==> src/rtl/imm_ext_if.sv <==
// imm_ext_if: instruction-in / immediate-out handshake bundle for imm_ext_pipe
//   in_valid/in_ready/inst/ceu/tag_in         : upstream instruction channel
//   out_valid/out_ready/imm/imm_type/illegal/tag_out : downstream result channel
//   master = upstream/downstream environment, slave = the extension unit
interface imm_ext_if #(
    parameter int XLEN  = 32,
    parameter int TAG_W = 8
);
    logic             in_valid;
    logic             in_ready;
    logic [31:0]      inst;
    logic [2:0]       ceu;
    logic [TAG_W-1:0] tag_in;
    logic             out_valid;
    logic             out_ready;
    logic [XLEN-1:0]  imm;
    logic [2:0]       imm_type;
    logic             illegal;
    logic [TAG_W-1:0] tag_out;

    modport master (
        output in_valid, inst, ceu, tag_in, out_ready,
        input  in_ready, out_valid, imm, imm_type, illegal, tag_out
    );

    modport slave (
        input  in_valid, inst, ceu, tag_in, out_ready,
        output in_ready, out_valid, imm, imm_type, illegal, tag_out
    );
endinterface

==> src/rtl/imm_ext_pipe.sv <==
// imm_ext_pipe: pipelined RISC-V immediate extension with skid buffer and illegal counter
//   clk, rst_n   : clock, asynchronous active-low reset
//   bus          : imm_ext_if.slave, instruction in / immediate out handshakes
//   clr_cnt      : synchronous clear of illegal_cnt
//   illegal_cnt  : saturating count of accepted illegal selections
module imm_ext_pipe #(
    parameter int XLEN        = 32,
    parameter int AUTO_DECODE = 1,
    parameter int TAG_W       = 8,
    parameter int CNT_W       = 16
) (
    input  logic             clk,
    input  logic             rst_n,
    imm_ext_if.slave         bus,
    input  logic             clr_cnt,
    output logic [CNT_W-1:0] illegal_cnt
);
    logic [31:0]      i;
    logic [2:0]       auto_t, typ;
    logic [XLEN-1:0]  ext;
    logic             ill, accept, fire;
    logic             out_v, out_ill, sk_v, sk_ill;
    logic [XLEN-1:0]  out_imm, sk_imm;
    logic [2:0]       out_typ, sk_typ;
    logic [TAG_W-1:0] out_tag, sk_tag;
    logic [CNT_W-1:0] cnt;

    assign i = bus.inst;

    always_comb begin
        auto_t = 3'b111;
        case (i[6:0])
            7'b0010011: auto_t = (i[14:12] == 3'b001 || i[14:12] == 3'b101) ? 3'b001 : 3'b000;
            7'b0000011, 7'b1100111, 7'b1110011: auto_t = 3'b000;
            7'b0100011: auto_t = 3'b010;
            7'b0110111, 7'b0010111: auto_t = 3'b011;
            7'b1100011: auto_t = 3'b100;
            7'b1101111: auto_t = 3'b101;
            7'b0110011, 7'b0111011: auto_t = 3'b110;
            default: auto_t = 3'b111;
        endcase
    end

    assign typ = (AUTO_DECODE != 0) ? auto_t : bus.ceu;
    assign ill = (typ == 3'b111);

    // Size-casting a signed operand to XLEN replicates inst[31] upward.
    always_comb begin
        ext = '0;
        case (typ)
            3'b000: ext = XLEN'($signed(i[31:20]));
            3'b001: ext = (XLEN == 64) ? XLEN'(i[25:20]) : XLEN'(i[24:20]);
            3'b010: ext = XLEN'($signed({i[31:25], i[11:7]}));
            3'b011: ext = XLEN'($signed({i[31:12], 12'b0}));
            3'b100: ext = XLEN'($signed({i[31], i[7], i[30:25], i[11:8], 1'b0}));
            3'b101: ext = XLEN'($signed({i[31], i[19:12], i[20], i[30:21], 1'b0}));
            default: ext = '0;
        endcase
    end

    assign accept = bus.in_valid && !sk_v;
    assign fire   = out_v && bus.out_ready;

    // SKID only fills when OUT is held; it refills OUT on the next fire,
    // and accept is impossible in that cycle since in_ready is low.
    always_ff @(posedge clk or negedge rst_n) begin
        if (!rst_n) begin
            out_v   <= 1'b0;
            out_imm <= '0;
            out_typ <= '0;
            out_ill <= 1'b0;
            out_tag <= '0;
            sk_v    <= 1'b0;
            sk_imm  <= '0;
            sk_typ  <= '0;
            sk_ill  <= 1'b0;
            sk_tag  <= '0;
        end else if (fire && sk_v) begin
            out_imm <= sk_imm;
            out_typ <= sk_typ;
            out_ill <= sk_ill;
            out_tag <= sk_tag;
            sk_v    <= 1'b0;
        end else if (accept && (!out_v || fire)) begin
            out_v   <= 1'b1;
            out_imm <= ext;
            out_typ <= typ;
            out_ill <= ill;
            out_tag <= bus.tag_in;
        end else if (accept) begin
            sk_v    <= 1'b1;
            sk_imm  <= ext;
            sk_typ  <= typ;
            sk_ill  <= ill;
            sk_tag  <= bus.tag_in;
        end else if (fire) begin
            out_v   <= 1'b0;
        end
    end

    always_ff @(posedge clk or negedge rst_n) begin
        if (!rst_n)
            cnt <= '0;
        else if (clr_cnt)
            cnt <= CNT_W'(accept && ill);
        else if (accept && ill && !(&cnt))
            cnt <= cnt + 1'b1;
    end

    assign bus.in_ready  = !sk_v;
    assign bus.out_valid = out_v;
    assign bus.imm       = out_imm;
    assign bus.imm_type  = out_typ;
    assign bus.illegal   = out_ill;
    assign bus.tag_out   = out_tag;
    assign illegal_cnt   = cnt;
endmodule

==> src/flat_wrapper.sv <==
// flat-port wrapper written by rule: the top's interface ports become plain ports
module imm_ext_pipe_flat 
#(
    parameter int XLEN        = 32,
    parameter int AUTO_DECODE = 1,
    parameter int TAG_W       = 8,
    parameter int CNT_W       = 16
)
  (clk, rst_n, clr_cnt, illegal_cnt, bus_in_valid, bus_inst, bus_ceu, bus_tag_in, bus_out_ready, bus_in_ready, bus_out_valid, bus_imm, bus_imm_type, bus_illegal, bus_tag_out);
  imm_ext_if #(.XLEN(XLEN), .TAG_W(TAG_W)) bus_i ();
  input  logic clk;
  input  logic rst_n;
  input  logic clr_cnt;
  output logic [CNT_W-1:0] illegal_cnt;
  input wire logic [$bits(bus_i.in_valid)-1:0] bus_in_valid;
  input wire logic [$bits(bus_i.inst)-1:0] bus_inst;
  input wire logic [$bits(bus_i.ceu)-1:0] bus_ceu;
  input wire logic [$bits(bus_i.tag_in)-1:0] bus_tag_in;
  input wire logic [$bits(bus_i.out_ready)-1:0] bus_out_ready;
  output wire logic [$bits(bus_i.in_ready)-1:0] bus_in_ready;
  output wire logic [$bits(bus_i.out_valid)-1:0] bus_out_valid;
  output wire logic [$bits(bus_i.imm)-1:0] bus_imm;
  output wire logic [$bits(bus_i.imm_type)-1:0] bus_imm_type;
  output wire logic [$bits(bus_i.illegal)-1:0] bus_illegal;
  output wire logic [$bits(bus_i.tag_out)-1:0] bus_tag_out;
  assign bus_i.in_valid = bus_in_valid;
  assign bus_i.inst = bus_inst;
  assign bus_i.ceu = bus_ceu;
  assign bus_i.tag_in = bus_tag_in;
  assign bus_i.out_ready = bus_out_ready;
  assign bus_in_ready = bus_i.in_ready;
  assign bus_out_valid = bus_i.out_valid;
  assign bus_imm = bus_i.imm;
  assign bus_imm_type = bus_i.imm_type;
  assign bus_illegal = bus_i.illegal;
  assign bus_tag_out = bus_i.tag_out;
  imm_ext_pipe #(.XLEN(XLEN), .AUTO_DECODE(AUTO_DECODE), .TAG_W(TAG_W), .CNT_W(CNT_W)) u_core (.clk(clk), .rst_n(rst_n), .bus(bus_i), .clr_cnt(clr_cnt), .illegal_cnt(illegal_cnt));
endmodule
==> config.mk <==
export PLATFORM = sky130hd
export DESIGN_NAME = imm_ext_pipe_flat
export DESIGN_NICKNAME = d
export VERILOG_FILES = /design/src/rtl/imm_ext_if.sv /design/src/rtl/imm_ext_pipe.sv /design/src/flat_wrapper.sv
export SDC_FILE = /design/constraint.sdc
export NUM_CORES = 1
export LEC_CHECK = 0
export ABC_AREA = 0
export CAP_MARGIN = 5
export CORE_ASPECT_RATIO = 0.75
export CORE_MARGIN = 10
export CORE_UTILIZATION = 53
export CTS_BUF_LIST = sky130_fd_sc_hd__clkbuf_4 sky130_fd_sc_hd__clkbuf_8
export DETAILED_ROUTE_END_ITERATION = 8
export HOLD_SLACK_MARGIN = 0.15
export PLACE_DENSITY = 0.83
export REMOVE_ABC_BUFFERS = 1
export SYNTH_ARGS = -nofsm -noshare
export SYNTH_HDL_FRONTEND = slang
export SYNTH_SLANG_ARGS = --single-unit
==> constraint.sdc <==
create_clock -name clk -period 2.5 [get_ports clk]
set_input_delay 0.375 -clock clk [delete_from_list [all_inputs] [get_ports clk]]
set_output_delay 0.375 -clock clk [all_outputs]
set_load 0.01 [all_outputs]
==> impl_metrics.toml <==
[setup_path]
ff2ff_setup_slack_ns = 0.22
worst-path-max-fanout = 7
crit_required_ns = 2.77
setup.worst_path.class = "reg -> reg"
cp_slowest_stage_delay_ns = 0.47
crit_path_cell_trace = "ha_1, nand4_1, nor4_4, nor4_1, buf_4, and4_1, mux2_4"
setup.worst_path.start_class = "flip-flop"
critPathSlowestCell = "dfrtp_1"
end_kind = "flip-flop"
timing.critical_path.arrival_ns = 2.55

[finish]
diodes_inserted = 0
final-seq-area_sq_mm = 0.002653
multi_input_comb_area_sq_mm = 0.002175
finalCoreUtilization = 0.7333
most_common_library_cell_in_the_layout_ignoring_fill_and_taps = "dfrtp_1"
layout_net_count = 704
mostFrequentLayoutCells = "dfrtp_1, clkdlybuf4s50_1, nand2_1"
layoutNonFillerInstCount = 788
post-route-cell-area_sq_mm = 0.006744
area_growth_from_synthesis_to_final_layout_pct = 33.22
ratio_of_cells_with_drive_above_1_in_the_final_layout = 0.1121
fillerInstances = 702

[grt]
antenna_found_initial = 0
grt_util_all_layers = 0.2136
grt_pass1_vias = 4638
globalRoute.totalOverflow = 0
grt_pass1_wl_mm = 24.58
grt_start_max_net_pins = 98

[detailed_routing]
route.vias.total = 4777
ant_nets = 0
detail_route.iter0.violations = 540
routedWlPerCell_um = 19.34
detail_route.drc_violations = 0
wirelength_mm = 15.24
drt_pre_antenna_iters = 9
vias_per_cell = 6.062

[timing]
finalMaxSlewViolations = 0
clock-skew-final_ns = 0.007072
totalNegativeSetupSlack_ns = 0
grt_setup_unrepaired = "false"
timing.final.setup_violations = 0
slew_headroom = 0.6255
layout_worst_path_cycle_share = 0.9125
post-route-min-period_ns = 2.281
finalHoldViolations = 0
fmaxAchievable_mhz = 438.4
timing_worst_slew_pin_value_ns = 0.5599

[flow_run]
maxCapViolations = 0

[synth]
synth.largest_area_cell = "dfrtp_1"
post_synthesis_mean_instance_area_sq_um = 9.498
synth_top_family_by_area = "compound AO/OA/AOI/OAI gates"
post_synth_main_area_contributors = "dfrtp_1, nand2_1, o21ai_0"
synth.distinct_cells = 62
synthSimpleGateAreaFrac = 0.1700
postSynth.topFlopCell = "dfrtp_1"
yosys.area_share.adder = 0.002472
post_synth_instance_area_sq_mm = 0.005062
synth_enable_flop_cells = 0
postSynthCellCount = 533
muxShareOfSynthArea = 0.009639
asyncSetResetFlopFracSynth = 1.000
synth_xor_area_frac = 0.001730
ys_warns = 0
synth_top_area_share = 0.5240
synth_register_bits = 106
synth_compound_gate_area_share = 0.2435
yosysSeqAreaShare = 0.5240

[pwr]
vdd_drop_max_uv = 697.2
power_density_mw_per_mm2 = 914.6
power.leakage_nw = 2.840

[status]
outcome = "finished clean"

[placement]
post-dp-hpwl_mm = 10.93
gp_routability_congestion = 0.9129
dp.cells = 771
io_buffers = 106
post_dp_cell_area_sq_mm = 0.006475

[floorplan]
core.rowCount = 30
io_pins = 110
overall_die_width_um = 132.9
die_h_um = 104.6
design.die.area_sq_mm = 0.01390
coreArea_sq_mm = 0.009196
initial_core_util = 0.5505

[cts]
cts_made_buffers = 9
cts-htree-levels = 3
cts_root_buf = "clkbuf_8"
tritoncts_clock_tree = "done"
cts_setup_buffers = 0
tritoncts_num_sinks = 106
cts.clk_slew.worst_paths_ns = 0.10
insertion_delay_ns = 0.38
ctsLongestPathBuffers = 2

[hold_path]
worst_min_delay_path_class = "in -> async"
power by group:
part,switching (mW),internal [mW],total (mW)
Clock,0.593,0.696,1.29
Combinational,1.18,1.11,2.29
Sequential,0.341,2.25,2.59
Total,2.11,4.06,6.17
final cells by class:
cell class	instances	area share
Clock buffer	10	0.02041
Timing Repair Buffer	149	0.2145
Clock inverter	6	0.01670
Sequential cell	106	0.3933
Multi-Input combinational cell	373	0.3224
Inverter	16	0.008905
Tap cell	128	0.02375
repair_timing:
action / in CTS / in global routing
resized for setup: 0 / 1
setup endpoints to repair: 0 / 2
hold endpoints to repair: 9 / 0
hold buffers: 1 / 0
Yosys cell counts, types with 5 or more instances:
master and n:
nor2_1 23, o21ai_1 5, nand3_1 12, o22ai_1 18
nor2b_1 8, inv_1 16, buf_2 5, clkbuf_1 25
or4_1 7, or3_1 5, o31ai_1 7, dfrtp_1 106
o21ai_0 51, a31oi_1 24, a222oi_1 8, a22oi_1 21
and3_1 9, nand2_1 86, a21oi_1 34
state kept, by name, summed over array words and instances (netlist names):
name	flops
u_core.sk_v	1
u_core.bus.tag_out	8
u_core.bus.illegal	1
u_core.sk_imm	32
u_core.sk_ill	1
u_core.bus.imm_type	3
u_core.sk_typ	3
u_core.illegal_cnt	16
u_core.bus.out_valid	1
u_core.sk_tag	8
u_core.bus.imm	32
metrics by stage:
stage	power (mW)	worst slack [ns]	hold slack, ns
CTS	6.186	0.1939	0.3558
finish	6.168	0.2188	0.3626
detailed placement	4.906	-0.09625	0.2151
global placement	4.787	-0.03188	0.2141
global route	6.537	0.04291	0.3738
floorplan	3.624	0.05238	0.07941
worst max-delay path, delay by kind of cell, from the launching register on:
| kind | cells | cell delay [ns] |
|---|---|---|
| adder cells (fa/ha/maj) | 1 | 0.26 |
| buffers and inverters | 1 | 0.15 |
| flip-flops | 1 | 0.47 |
| multiplexers | 1 | 0.29 |
| AND/OR/NAND/NOR | 4 | 1.00 |
layer usage:
layer / up-vias / track usage / routed length (um)
met4: 0 / 0.07367 / 315
met3: 27 / 0.04689 / 1031
met2: 191 / 0.3472 / 7387
li1: 2203 / - / -
met1: 2356 / 0.2754 / 6505
met5: - / 0 / 0
logic make-up (layout without fill, tap and decap cells):
kind of cell,Yosys count,count (layout)
compound gates,190,190
buf+inv,54,181
mux,4,4
fa+ha+maj,1,1
simple gates,177,177
xor+xnor,1,1
flops,106,106
path summary, 6_finish.rpt:
path | cells after the start | start | end
hold reg to reg | 2 | u_core.sk_tag[0] | u_core.sk_tag[0]
setup / recovery | 7 | u_core.illegal_cnt[0] | u_core.illegal_cnt[9]
hold / removal | 2 | rst_n | u_core.illegal_cnt[15]
min in group clk | 2 | u_core.sk_tag[0] | u_core.sk_tag[0]
max in group asynchronous | 3 | rst_n | u_core.illegal_cnt[9]
setup reg to reg | 7 | u_core.illegal_cnt[0] | u_core.illegal_cnt[9]
Power figures use the tool's default switching activity.
